<file path="src/rtl/uart_core_param.sv">
// uart_core_param: parametrised single-clock UART core.
// TX uses a valid/ready handshake. RX has a 2-flop synchroniser and reports
// parity and framing errors. Bit and sample timing come from clock enables
// derived from clk; no logic runs on a derived clock.
// Optional feature: define UART_LOOPBACK_EN to add the i_Loopback port, which
// routes the internal TX line into the RX synchroniser and holds o_Tx_Serial high.
module uart_core_param #(
  parameter int CLOCK_RATE    = 25000000,
  parameter int BAUD_RATE     = 115200,
  parameter int RX_OVERSAMPLE = 16,
  parameter int DATA_BITS     = 8,
  parameter int PARITY        = 0,
  parameter int STOP_BITS     = 1
) (
  input  logic                 clk,
  input  logic                 reset,
`ifdef UART_LOOPBACK_EN
  input  logic                 i_Loopback,
`endif
  input  logic [DATA_BITS-1:0] i_Tx_Data,
  input  logic                 i_Tx_Valid,
  output logic                 o_Tx_Ready,
  output logic                 o_Tx_Serial,
  output logic                 o_Tx_Active,
  input  logic                 i_Rx_Serial,
  output logic [DATA_BITS-1:0] o_Rx_Data,
  output logic                 o_Rx_Valid,
  output logic                 o_Rx_Parity_Err,
  output logic                 o_Rx_Frame_Err,
  output logic                 o_Rx_Busy
);

  localparam int BIT_DIV = CLOCK_RATE / BAUD_RATE;
  localparam int SMP_DIV = CLOCK_RATE / (BAUD_RATE * RX_OVERSAMPLE);
  localparam int BIT_W   = (BIT_DIV > 1) ? $clog2(BIT_DIV) : 1;
  localparam int SMP_W   = (SMP_DIV > 1) ? $clog2(SMP_DIV) : 1;
  localparam int OVS_W   = $clog2(RX_OVERSAMPLE);

  localparam logic [BIT_W-1:0] BIT_LAST  = BIT_W'(BIT_DIV - 1);
  localparam logic [SMP_W-1:0] SMP_LAST  = SMP_W'(SMP_DIV - 1);
  localparam logic [OVS_W-1:0] OVS_LAST  = OVS_W'(RX_OVERSAMPLE - 1);
  localparam logic [OVS_W-1:0] OVS_HALF  = OVS_W'(RX_OVERSAMPLE / 2 - 1);
  localparam logic [3:0]       DATA_LAST = 4'(DATA_BITS - 1);
  localparam logic [3:0]       STOP_LAST = 4'(STOP_BITS - 1);

  typedef enum logic [2:0] {
    TX_IDLE   = 3'd0,
    TX_START  = 3'd1,
    TX_DATA   = 3'd2,
    TX_PARITY = 3'd3,
    TX_STOP   = 3'd4
  } tx_state_t;

  typedef enum logic [2:0] {
    RX_IDLE   = 3'd0,
    RX_START  = 3'd1,
    RX_DATA   = 3'd2,
    RX_PARITY = 3'd3,
    RX_STOP   = 3'd4,
    RX_BREAK  = 3'd5
  } rx_state_t;

  // Parity bit that completes the configured odd/even weight of a word.
  function automatic logic parity_bit(input logic [DATA_BITS-1:0] d);
    if (PARITY == 1) begin
      parity_bit = ~(^d);
    end else begin
      parity_bit = ^d;
    end
  endfunction

  tx_state_t            tx_state_r;
  logic [BIT_W-1:0]     tx_div_r;
  logic [3:0]           tx_bit_r;
  logic [DATA_BITS-1:0] tx_shift_r;
  logic                 tx_par_r;
  logic                 tx_serial_r;
  logic                 tx_ready_r;
  logic                 tx_active_r;

  rx_state_t            rx_state_r;
  logic [SMP_W-1:0]     smp_cnt_r;
  logic                 smp_tick_r;
  logic                 rx_meta_r;
  logic                 rx_sync_r;
  logic [OVS_W-1:0]     rx_tick_r;
  logic [3:0]           rx_bit_r;
  logic [DATA_BITS-1:0] rx_shift_r;
  logic                 rx_par_r;
  logic [DATA_BITS-1:0] rx_data_r;
  logic                 rx_valid_r;
  logic                 rx_perr_r;
  logic                 rx_ferr_r;
  logic                 rx_busy_r;
  logic                 rx_src_s;

`ifdef UART_LOOPBACK_EN
  assign rx_src_s    = i_Loopback ? tx_serial_r : i_Rx_Serial;
  assign o_Tx_Serial = i_Loopback ? 1'b1 : tx_serial_r;
`else
  assign rx_src_s    = i_Rx_Serial;
  assign o_Tx_Serial = tx_serial_r;
`endif

  assign o_Tx_Ready      = tx_ready_r;
  assign o_Tx_Active     = tx_active_r;
  assign o_Rx_Data       = rx_data_r;
  assign o_Rx_Valid      = rx_valid_r;
  assign o_Rx_Parity_Err = rx_perr_r;
  assign o_Rx_Frame_Err  = rx_ferr_r;
  assign o_Rx_Busy       = rx_busy_r;

  // TX FSM: accepts a word, then shifts start, data, parity and stop bits.
  always_ff @(posedge clk) begin
    if (reset) begin
      tx_state_r  <= TX_IDLE;
      tx_div_r    <= '0;
      tx_bit_r    <= 4'd0;
      tx_shift_r  <= '0;
      tx_par_r    <= 1'b0;
      tx_serial_r <= 1'b1;
      tx_ready_r  <= 1'b1;
      tx_active_r <= 1'b0;
    end else begin
      case (tx_state_r)
        TX_IDLE: begin
          if (i_Tx_Valid && tx_ready_r) begin
            tx_state_r  <= TX_START;
            tx_div_r    <= '0;
            tx_bit_r    <= 4'd0;
            tx_shift_r  <= i_Tx_Data;
            tx_par_r    <= parity_bit(i_Tx_Data);
            tx_serial_r <= 1'b0;
            tx_ready_r  <= 1'b0;
            tx_active_r <= 1'b1;
          end else begin
            // Ready comes back one cycle after the last stop bit ends.
            tx_ready_r <= 1'b1;
          end
        end
        TX_START: begin
          if (tx_div_r == BIT_LAST) begin
            tx_div_r    <= '0;
            tx_state_r  <= TX_DATA;
            tx_serial_r <= tx_shift_r[0];
          end else begin
            tx_div_r <= tx_div_r + BIT_W'(1);
          end
        end
        TX_DATA: begin
          if (tx_div_r == BIT_LAST) begin
            tx_div_r <= '0;
            if (tx_bit_r == DATA_LAST) begin
              tx_bit_r <= 4'd0;
              if (PARITY != 0) begin
                tx_state_r  <= TX_PARITY;
                tx_serial_r <= tx_par_r;
              end else begin
                tx_state_r  <= TX_STOP;
                tx_serial_r <= 1'b1;
              end
            end else begin
              tx_bit_r    <= tx_bit_r + 4'd1;
              tx_shift_r  <= {1'b0, tx_shift_r[DATA_BITS-1:1]};
              tx_serial_r <= tx_shift_r[1];
            end
          end else begin
            tx_div_r <= tx_div_r + BIT_W'(1);
          end
        end
        TX_PARITY: begin
          if (tx_div_r == BIT_LAST) begin
            tx_div_r    <= '0;
            tx_state_r  <= TX_STOP;
            tx_serial_r <= 1'b1;
          end else begin
            tx_div_r <= tx_div_r + BIT_W'(1);
          end
        end
        TX_STOP: begin
          if (tx_div_r == BIT_LAST) begin
            tx_div_r <= '0;
            if (tx_bit_r == STOP_LAST) begin
              tx_state_r  <= TX_IDLE;
              tx_active_r <= 1'b0;
              tx_bit_r    <= 4'd0;
            end else begin
              tx_bit_r <= tx_bit_r + 4'd1;
            end
            tx_serial_r <= 1'b1;
          end else begin
            tx_div_r <= tx_div_r + BIT_W'(1);
          end
        end
        default: begin
          tx_state_r  <= TX_IDLE;
          tx_serial_r <= 1'b1;
          tx_active_r <= 1'b0;
          tx_ready_r  <= 1'b0;
        end
      endcase
    end
  end

  // Free-running RX sample tick, one pulse every SMP_DIV cycles.
  always_ff @(posedge clk) begin
    if (reset) begin
      smp_cnt_r  <= '0;
      smp_tick_r <= 1'b0;
    end else if (smp_cnt_r == SMP_LAST) begin
      smp_cnt_r  <= '0;
      smp_tick_r <= 1'b1;
    end else begin
      smp_cnt_r  <= smp_cnt_r + SMP_W'(1);
      smp_tick_r <= 1'b0;
    end
  end

  // Two-flop synchroniser for the asynchronous serial input; idles high.
  always_ff @(posedge clk) begin
    if (reset) begin
      rx_meta_r <= 1'b1;
      rx_sync_r <= 1'b1;
    end else begin
      rx_meta_r <= rx_src_s;
      rx_sync_r <= rx_meta_r;
    end
  end

  // RX FSM: start validation at half a bit, then centre sampling of each bit.
  always_ff @(posedge clk) begin
    if (reset) begin
      rx_state_r <= RX_IDLE;
      rx_tick_r  <= '0;
      rx_bit_r   <= 4'd0;
      rx_shift_r <= '0;
      rx_par_r   <= 1'b0;
      rx_data_r  <= '0;
      rx_valid_r <= 1'b0;
      rx_perr_r  <= 1'b0;
      rx_ferr_r  <= 1'b0;
      rx_busy_r  <= 1'b0;
    end else begin
      rx_valid_r <= 1'b0;
      case (rx_state_r)
        RX_IDLE: begin
          if (!rx_sync_r) begin
            rx_state_r <= RX_START;
            rx_busy_r  <= 1'b1;
            rx_tick_r  <= '0;
          end
        end
        RX_START: begin
          if (smp_tick_r) begin
            if (rx_tick_r == OVS_HALF) begin
              rx_tick_r <= '0;
              rx_bit_r  <= 4'd0;
              if (rx_sync_r) begin
                // Line went back high: a glitch, not a start bit.
                rx_state_r <= RX_IDLE;
                rx_busy_r  <= 1'b0;
              end else begin
                rx_state_r <= RX_DATA;
              end
            end else begin
              rx_tick_r <= rx_tick_r + OVS_W'(1);
            end
          end
        end
        RX_DATA: begin
          if (smp_tick_r) begin
            if (rx_tick_r == OVS_LAST) begin
              rx_tick_r  <= '0;
              rx_shift_r <= {rx_sync_r, rx_shift_r[DATA_BITS-1:1]};
              if (rx_bit_r == DATA_LAST) begin
                rx_bit_r   <= 4'd0;
                rx_state_r <= (PARITY != 0) ? RX_PARITY : RX_STOP;
              end else begin
                rx_bit_r <= rx_bit_r + 4'd1;
              end
            end else begin
              rx_tick_r <= rx_tick_r + OVS_W'(1);
            end
          end
        end
        RX_PARITY: begin
          if (smp_tick_r) begin
            if (rx_tick_r == OVS_LAST) begin
              rx_tick_r  <= '0;
              rx_par_r   <= rx_sync_r;
              rx_state_r <= RX_STOP;
            end else begin
              rx_tick_r <= rx_tick_r + OVS_W'(1);
            end
          end
        end
        RX_STOP: begin
          if (smp_tick_r) begin
            if (rx_tick_r == OVS_LAST) begin
              rx_tick_r  <= '0;
              rx_valid_r <= 1'b1;
              rx_data_r  <= rx_shift_r;
              rx_perr_r  <= (PARITY != 0) && (rx_par_r != parity_bit(rx_shift_r));
              rx_ferr_r  <= ~rx_sync_r;
              rx_busy_r  <= 1'b0;
              // A low stop bit means a break: wait for the line to recover.
              rx_state_r <= rx_sync_r ? RX_IDLE : RX_BREAK;
            end else begin
              rx_tick_r <= rx_tick_r + OVS_W'(1);
            end
          end
        end
        RX_BREAK: begin
          if (rx_sync_r) begin
            rx_state_r <= RX_IDLE;
          end
        end
        default: begin
          rx_state_r <= RX_IDLE;
          rx_busy_r  <= 1'b0;
        end
      endcase
    end
  end

endmodule

</file>
<file path="config.mk">
export PLATFORM = sky130hd
export DESIGN_NAME = uart_core_param
export DESIGN_NICKNAME = d
export VERILOG_FILES = /design/src/rtl/uart_core_param.sv
export SDC_FILE = /design/constraint.sdc
export NUM_CORES = 1
export LEC_CHECK = 0
export CAP_MARGIN = 20
export CORE_UTILIZATION = 55
export DETAILED_ROUTE_END_ITERATION = 16
export DONT_BUFFER_PORTS = 1
export GPL_TIMING_DRIVEN = 0
export PLACE_DENSITY_LB_ADDON = 0.15
export REMOVE_ABC_BUFFERS = 1
export SLEW_MARGIN = 20
export SYNTH_ARGS = -nofsm -noshare
export SYNTH_HDL_FRONTEND = slang
export SYNTH_SLANG_ARGS = --single-unit
</file>
<file path="constraint.sdc">
create_clock -name clk -period 2.15 [get_ports clk]
set_input_delay 0.3225 -clock clk [delete_from_list [all_inputs] [get_ports clk]]
set_output_delay 0.3225 -clock clk [all_outputs]
set_load 0.005 [all_outputs]
</file>
==> impl_metrics.json <==
{
  "antenna_cells": 0,
  "clock_latency_ns": 0.33,
  "numPortBuffers": 0,
  "finalSetupViolCount": 0,
  "cpMaxStageDelayCell": "dfxtp_1",
  "rows": 26,
  "crit_path_cell_trace": "or3b_2, o32ai_1, a21oi_1, a311oi_1, a41o_1",
  "min_period_ns": 2.02,
  "fmax_mhz": 495,
  "design.core.area_mm2": 0.00520,
  "slowest_delay_ns": 0.62,
  "cp.buffers_inverters": 0,
  "die_w_um": 76.0,
  "vias_per_cell": 5.67,
  "whs_ns": 0.0547,
  "async_flop_share_pct": 0,
  "cp-startpoint": "rx_state_r[1]",
  "min_from": "reset",
  "min_path_type": "in2reg",
  "die-area_mm2": 0.00578,
  "die_y_um": 76.0,
  "path_class": "reg2reg",
  "maxCapViolCount": 0,
  "numCtsBuffers": 9,
  "yosys_most_used_dff": "dfxtp_1",
  "multi_input_area_mm2": 0.00166,
  "antenna_left": 0,
  "slew_violations": 0,
  "start_util_pct": 57.9,
  "grt_pass1_wl_um": 10100,
  "drt-total-wl_um": 5760,
  "synth_cell_types": 54,
  "vias": 2439,
  "syn_area_per_cell_um2": 8.38,
  "regToRegStartpoint": "rx_state_r[1]",
  "grt_setup_unrepaired": "no",
  "path_delay_family": "compound AO/OA/AOI/OAI gates",
  "layout_setup_ws_ns": 0.129,
  "syn_inst": 360,
  "end_kind": "flop",
  "worstMarginPinSlew_ns": 0.503,
  "cts_root_buffer": "clkbuf_8",
  "firstDrtPassIters": 6,
  "powerDensity_mw_per_mm2": 884,
  "final_cell_area_mm2": 0.00336,
  "placed_area_mm2": 0.00303,
  "vdd_drop_max_uv": 567,
  "dp_hpwl_um": 3720,
  "h-tree-depth": 3,
  "critical_path_required_ns": 2.43,
  "wl_per_cell_um": 13.4,
  "fin_skew_ns": 0.00583,
  "cts_tree": "yes",
  "grt_pass1_vias": 2288,
  "grt_max_degree": 54,
  "leakage_nw": 1.27,
  "hold_violations": 0,
  "detailedPlace.worstSlack_ns": -0.0334,
  "drc": 0,
  "fillCellCount": 459,
  "yosys_warnings": 0,
  "fin_tns_setup_ns": 0,
  "crit_arrival_ns": 2.30,
  "clk_pin_slew_worst_paths_ns": 0.07,
  "netlist_area_mm2": 0.00302,
  "gp_congestion": 0.865,
  "cts_max_path_buffers": 2,
  "grt_overflow": 0,
  "area.sequential_mm2": 0.00126,
  "io_pins": 27,
  "power_mw": 2.97,
  "finalCritPeriodShare_pct": 94.0,
  "ys_seq_area_share_pct": 41.8,
  "nNetsFinal": 375,
  "path_max_fanout": 16,
  "synth_edf_count": 0,
  "track_usage_pct": 21.4,
  "layout-drive-gt1-share_pct": 8.89,
  "drt_iter0_drc": 151,
  "status": "completed",
  "ys_ff_latch": 63,
  "cts.sinks": 63,
  "cts_hold_buf": 0,
  "area_growth_pct": 11.5,
  "critPathLaunchType": "flop",
  "slew_headroom_pct": 66.4,
  "antenna_found_initial": 0
}
==> kinds of logic after synthesis <==
kind of cell             synth area share [%]
adder cells (fa/ha/maj)                  3.32
other                                   0.124
buffers and inverters                    4.03
flip-flops                               41.8
XOR/XNOR                                 2.03
AO/OA/AOI/OAI                            16.1
multiplexers                             6.35
AND/OR/NAND/NOR                          26.3
==> per-stage QoR <==
stage	cells	util, %
floorplan	342	-
global placement	412	58.1
detailed placement	412	58.1
CTS	428	63.5
global route	430	64.6
finish	430	64.6
==> sequential cells by signal, indices dropped and copies added, names as in the netlist <==
signal / cells
rx_shift_r: 8
tx_div_r: 8
rx_tick_r: 4
o_Tx_Active: 1
smp_cnt_r: 4
o_Rx_Data: 8
tx_bit_r: 4
rx_bit_r: 4
o_Tx_Ready: 1
o_Rx_Valid: 1
tx_shift_r: 8
tx_state_r: 3
o_Rx_Frame_Err: 1
smp_tick_r: 1
rx_meta_r: 1
o_Tx_Serial: 1
rx_state_r: 3
rx_sync_r: 1
o_Rx_Busy: 1
==> worst reg2reg max path, stage by stage (launching register included) <==
cell and delay [ns]:
dfxtp_1 0.62, or3b_2 0.56, o32ai_1 0.15, a21oi_1 0.15, a311oi_1 0.37, a41o_1 0.13
==> cells in the mapped netlist, drive strengths merged, types with 5 or more instances <==
master / number / share of area [%]
buf: 5 / 0.91
nor2: 52 / 6.6
inv: 12 / 1.5
ha: 8 / 3.3
nand2: 34 / 4.2
clkbuf: 13 / 1.6
dfxtp: 63 / 42
a311oi: 8 / 2.3
nand3: 19 / 3.2
nand4: 5 / 1.0
nor3: 5 / 0.83
o21ai: 15 / 2.5
mux2i: 18 / 6.0
xnor2: 5 / 1.5
a21oi: 28 / 4.6
==> metal layers <==
layer / GRT usage, % / wire (um) / part of all wire (%)
met2: 34.6 / 2710 / 47
met5: 0 / 0 / 0
met4: 7.88 / 65 / 1.1
met1: 26.9 / 2770 / 48
met3: 6.59 / 203 / 3.5
==> power by group <==
| part | switching, mW | internal [mW] | total (mW) |
|---|---|---|---|
| clock | 0.440 | 0.922 | 1.36 |
| sequential | 0.0725 | 1.22 | 1.29 |
| combinational | 0.175 | 0.144 | 0.319 |
==> what timing repair did <==
action,CTS,global route
buffers inserted,0,2
endpoints found under the hold margin,0,0
resized for setup,1,5
pin swaps,0,1
setup endpoints to repair,7,10
==> placed cells by master (no fill, tap or decap), types with 4 or more instances in the layout <==
master | Yosys | layout
nand3b_1 | 4 | 4
a21oi_1 | 28 | 28
o211ai_1 | 4 | 4
o21ai_0 | 15 | 15
dfxtp_1 | 63 | 61
ha_1 | 8 | 8
or2_2 | 4 | 4
bufinv_16 | 0 | 4
xnor2_1 | 5 | 5
mux2i_1 | 18 | 18
nand4_1 | 5 | 5
nand3_1 | 19 | 19
a311oi_1 | 8 | 8
and3_1 | 4 | 4
nand2_1 | 34 | 34
nor2_1 | 51 | 51
nor3_1 | 5 | 5
inv_1 | 12 | 12
clkbuf_8 | 0 | 10
==> layout make-up <==
type / count / share of cell area [%]
Timing Repair Buffer: 2 / 1.19
Sequential cell: 63 / 37.6
Multi-Input combinational cell: 267 / 49.2
Clock buffer: 11 / 4.21
Tap cell: 70 / 2.61
Clock inverter: 5 / 3.83
Inverter: 12 / 1.34
==> path summary, 6_finish.rpt <==
kind,end,slack [ns],depth (start not counted)
setup / recovery,rx_state_r[2],0.13,5
hold / removal,tx_bit_r[1],0.05,1
setup reg to reg,rx_state_r[2],0.13,5
hold reg to reg,rx_sync_r,0.45,1
Note: power is estimated with default switching activity, not from simulation.
==> patch, RTL diff (config.mk and constraints unchanged) <==
Put one more register stage on the output `o_Rx_Parity_Err`, without a reset. The value now appears one clock later. The other outputs are not delayed to match.
--- a/src/rtl/uart_core_param.sv
+++ b/src/rtl/uart_core_param.sv
@@ -106,7 +106,9 @@
   assign o_Tx_Active     = tx_active_r;
   assign o_Rx_Data       = rx_data_r;
   assign o_Rx_Valid      = rx_valid_r;
-  assign o_Rx_Parity_Err = rx_perr_r;
+  always_ff @(posedge clk) begin
+    o_Rx_Parity_Err <= rx_perr_r;
+  end
   assign o_Rx_Frame_Err  = rx_ferr_r;
   assign o_Rx_Busy       = rx_busy_r;
 
Function: no difference found for any inputs over 10 cycles, from zero or initial values and one cycle with reset high; that may be too few to reach the edited logic, so the function may still have changed.
==> patch against the unedited design <==
- worst setup slack gained 21 ps
- cell area shrank 1.2%
- total power shrank 18%
- routed wire length shrank 1.2%
- combinational power shrank 48%
- fmax grew 1.0%
- count of clock-buffer cells in the layout shrank 2
- sequential cell count is the same
- clock power shrank 25%
- synthesized area grew 2.7%
==> patch: results (changes against the unedited design) <==
- The run finished with clean final reports.
- The arrival time of the worst setup path is 2240 ps (-60 ps).
- The worst setup skew after layout came to 11.4 ps (+5.53 ps).
- The number of global-route vias before repair is 2,168 (-5.2%).
- The total number of nets in the final design is 376 (+0.27%).
- The synthesized instance count is 364 (+1.1%).
- The placer's final routability congestion estimate is 0.759 (-12%).
- The count of routing violations after the opening detailed-route iteration is 232 (+54%).
- The sequential element share of the synthesized area is 40.7% (-1.1 points).
- The total met2 wirelength after detailed routing is 2.46 mm (-9.5%).
- The number of cells after detailed placement was 414 (+0.49%).
- The worst setup slack after placement is -25.2 ps (+8.26 ps).
- The total half-perimeter wirelength after legalization and detailed placement was 3.61 mm (-2.9%).
- The global-route wire length before repair is 9.87 mm (-2.2%).
- The count of different cell masters after synthesis is 59 (+9.3%).
- The largest net degree at the start of global routing was 61 (+13%).
- The tightest slew margin relative to the limit is 54.9% (-12 points).
- The total global routing track utilization came to 20.8% (-0.64 points).
- Sorting the synthesized cells by area gives the leading types as sky130_fd_sc_hd__dfxtp_1, sky130_fd_sc_hd__nor2_1, sky130_fd_sc_hd__mux2i_1, sky130_fd_sc_hd__a21oi_1, sky130_fd_sc_hd__ha_1.
- The post-detailed-routing wire length is 5.69 mm (-1.2%).
- The fraction of layout instances using a drive strength above 1 came to 10.2% (+1.4 points).
- The met1 routed wirelength after detailed routing was 2.91 mm (+4.8%).
- The peak supply drop was 0.000619 V (+9.0%).
- The detailed-routing iteration count for the pre-antenna-repair pass is 5 (-1).
- The total number of vias was 2,504 (+2.7%).
- The length of routed met3 wiring is 247 µm (+22%).
## patch: cells by family (layout without fill, tap and decap cells)
kind of cell	after synthesis	after routing	share of synthesized area (%)
AOI/OAI and AO/OA	82	82	17.6
DFF	63	63	40.7
buffers and inverters	33	30	4.81
other	1	1	0.121
xor gates and xnor gates	9	9	2.54
and+or+nand+nor	151	151	25.5
muxes	17	17	5.49
adders and majority gates	8	8	3.23
## patch: what timing repair did
action / CTS / global route
resized for setup: 1 / 4
pin swaps: 0 / 1
setup buffers: 0 / 1
endpoints found under the setup margin: 8 / 20
cloned: 0 / 0
## patch: per-layer routing
metal / vias up / global-route usage, %
met5: - / 0
met4: 0 / 6.79
met3: 8 / 7.50
met2: 37 / 30.1
met1: 1174 / 28.5
li1: 1285 / -
## patch: final timing paths
| kind | slack, ps | endpoint | startpoint |
|---|---|---|---|
| setup / recovery | 150 | tx_state_r[2] | tx_state_r[2] |
| hold / removal | 40 | rx_shift_r[3] | reset |
| setup reg to reg | 150 | tx_state_r[2] | tx_state_r[2] |
| hold reg to reg | 410 | rx_sync_r | rx_meta_r |
## patch: per-stage QoR
stage	TNS, ps	hold WS, ps	area [µm²]
after floorplan	0	389	3000
after global placement	-17.9	399	3090
after detailed placement	-117	395	3090
after CTS	0	23.8	3290
after global routing	0	16.1	3320
final	0	36.0	3320
## patch: power breakdown
part | total (mW) | switching, mW | internal [mW]
clock network | 1.02 | 0.481 | 0.536
logic | 0.166 | 0.0890 | 0.0765
registers | 1.25 | 0.0450 | 1.21
## patch: area by class of cell
cell class	count	area [µm²]
timing repair buffer	1	20.0
clock inverter	7	73.8
tap	70	87.6
inverter	13	48.8
fill	472	1950
sequential	63	1260
multi-input combinational	268	1700
clock buffer	9	124
## patch: critical path, stage by stage (launching register included)
cell and delay (ps):
sky130_fd_sc_hd__dfxtp_1 670, sky130_fd_sc_hd__nand2b_1 410, sky130_fd_sc_hd__a32oi_1 100, sky130_fd_sc_hd__o21a_1 260, sky130_fd_sc_hd__or3_1 320, sky130_fd_sc_hd__o32ai_1 140
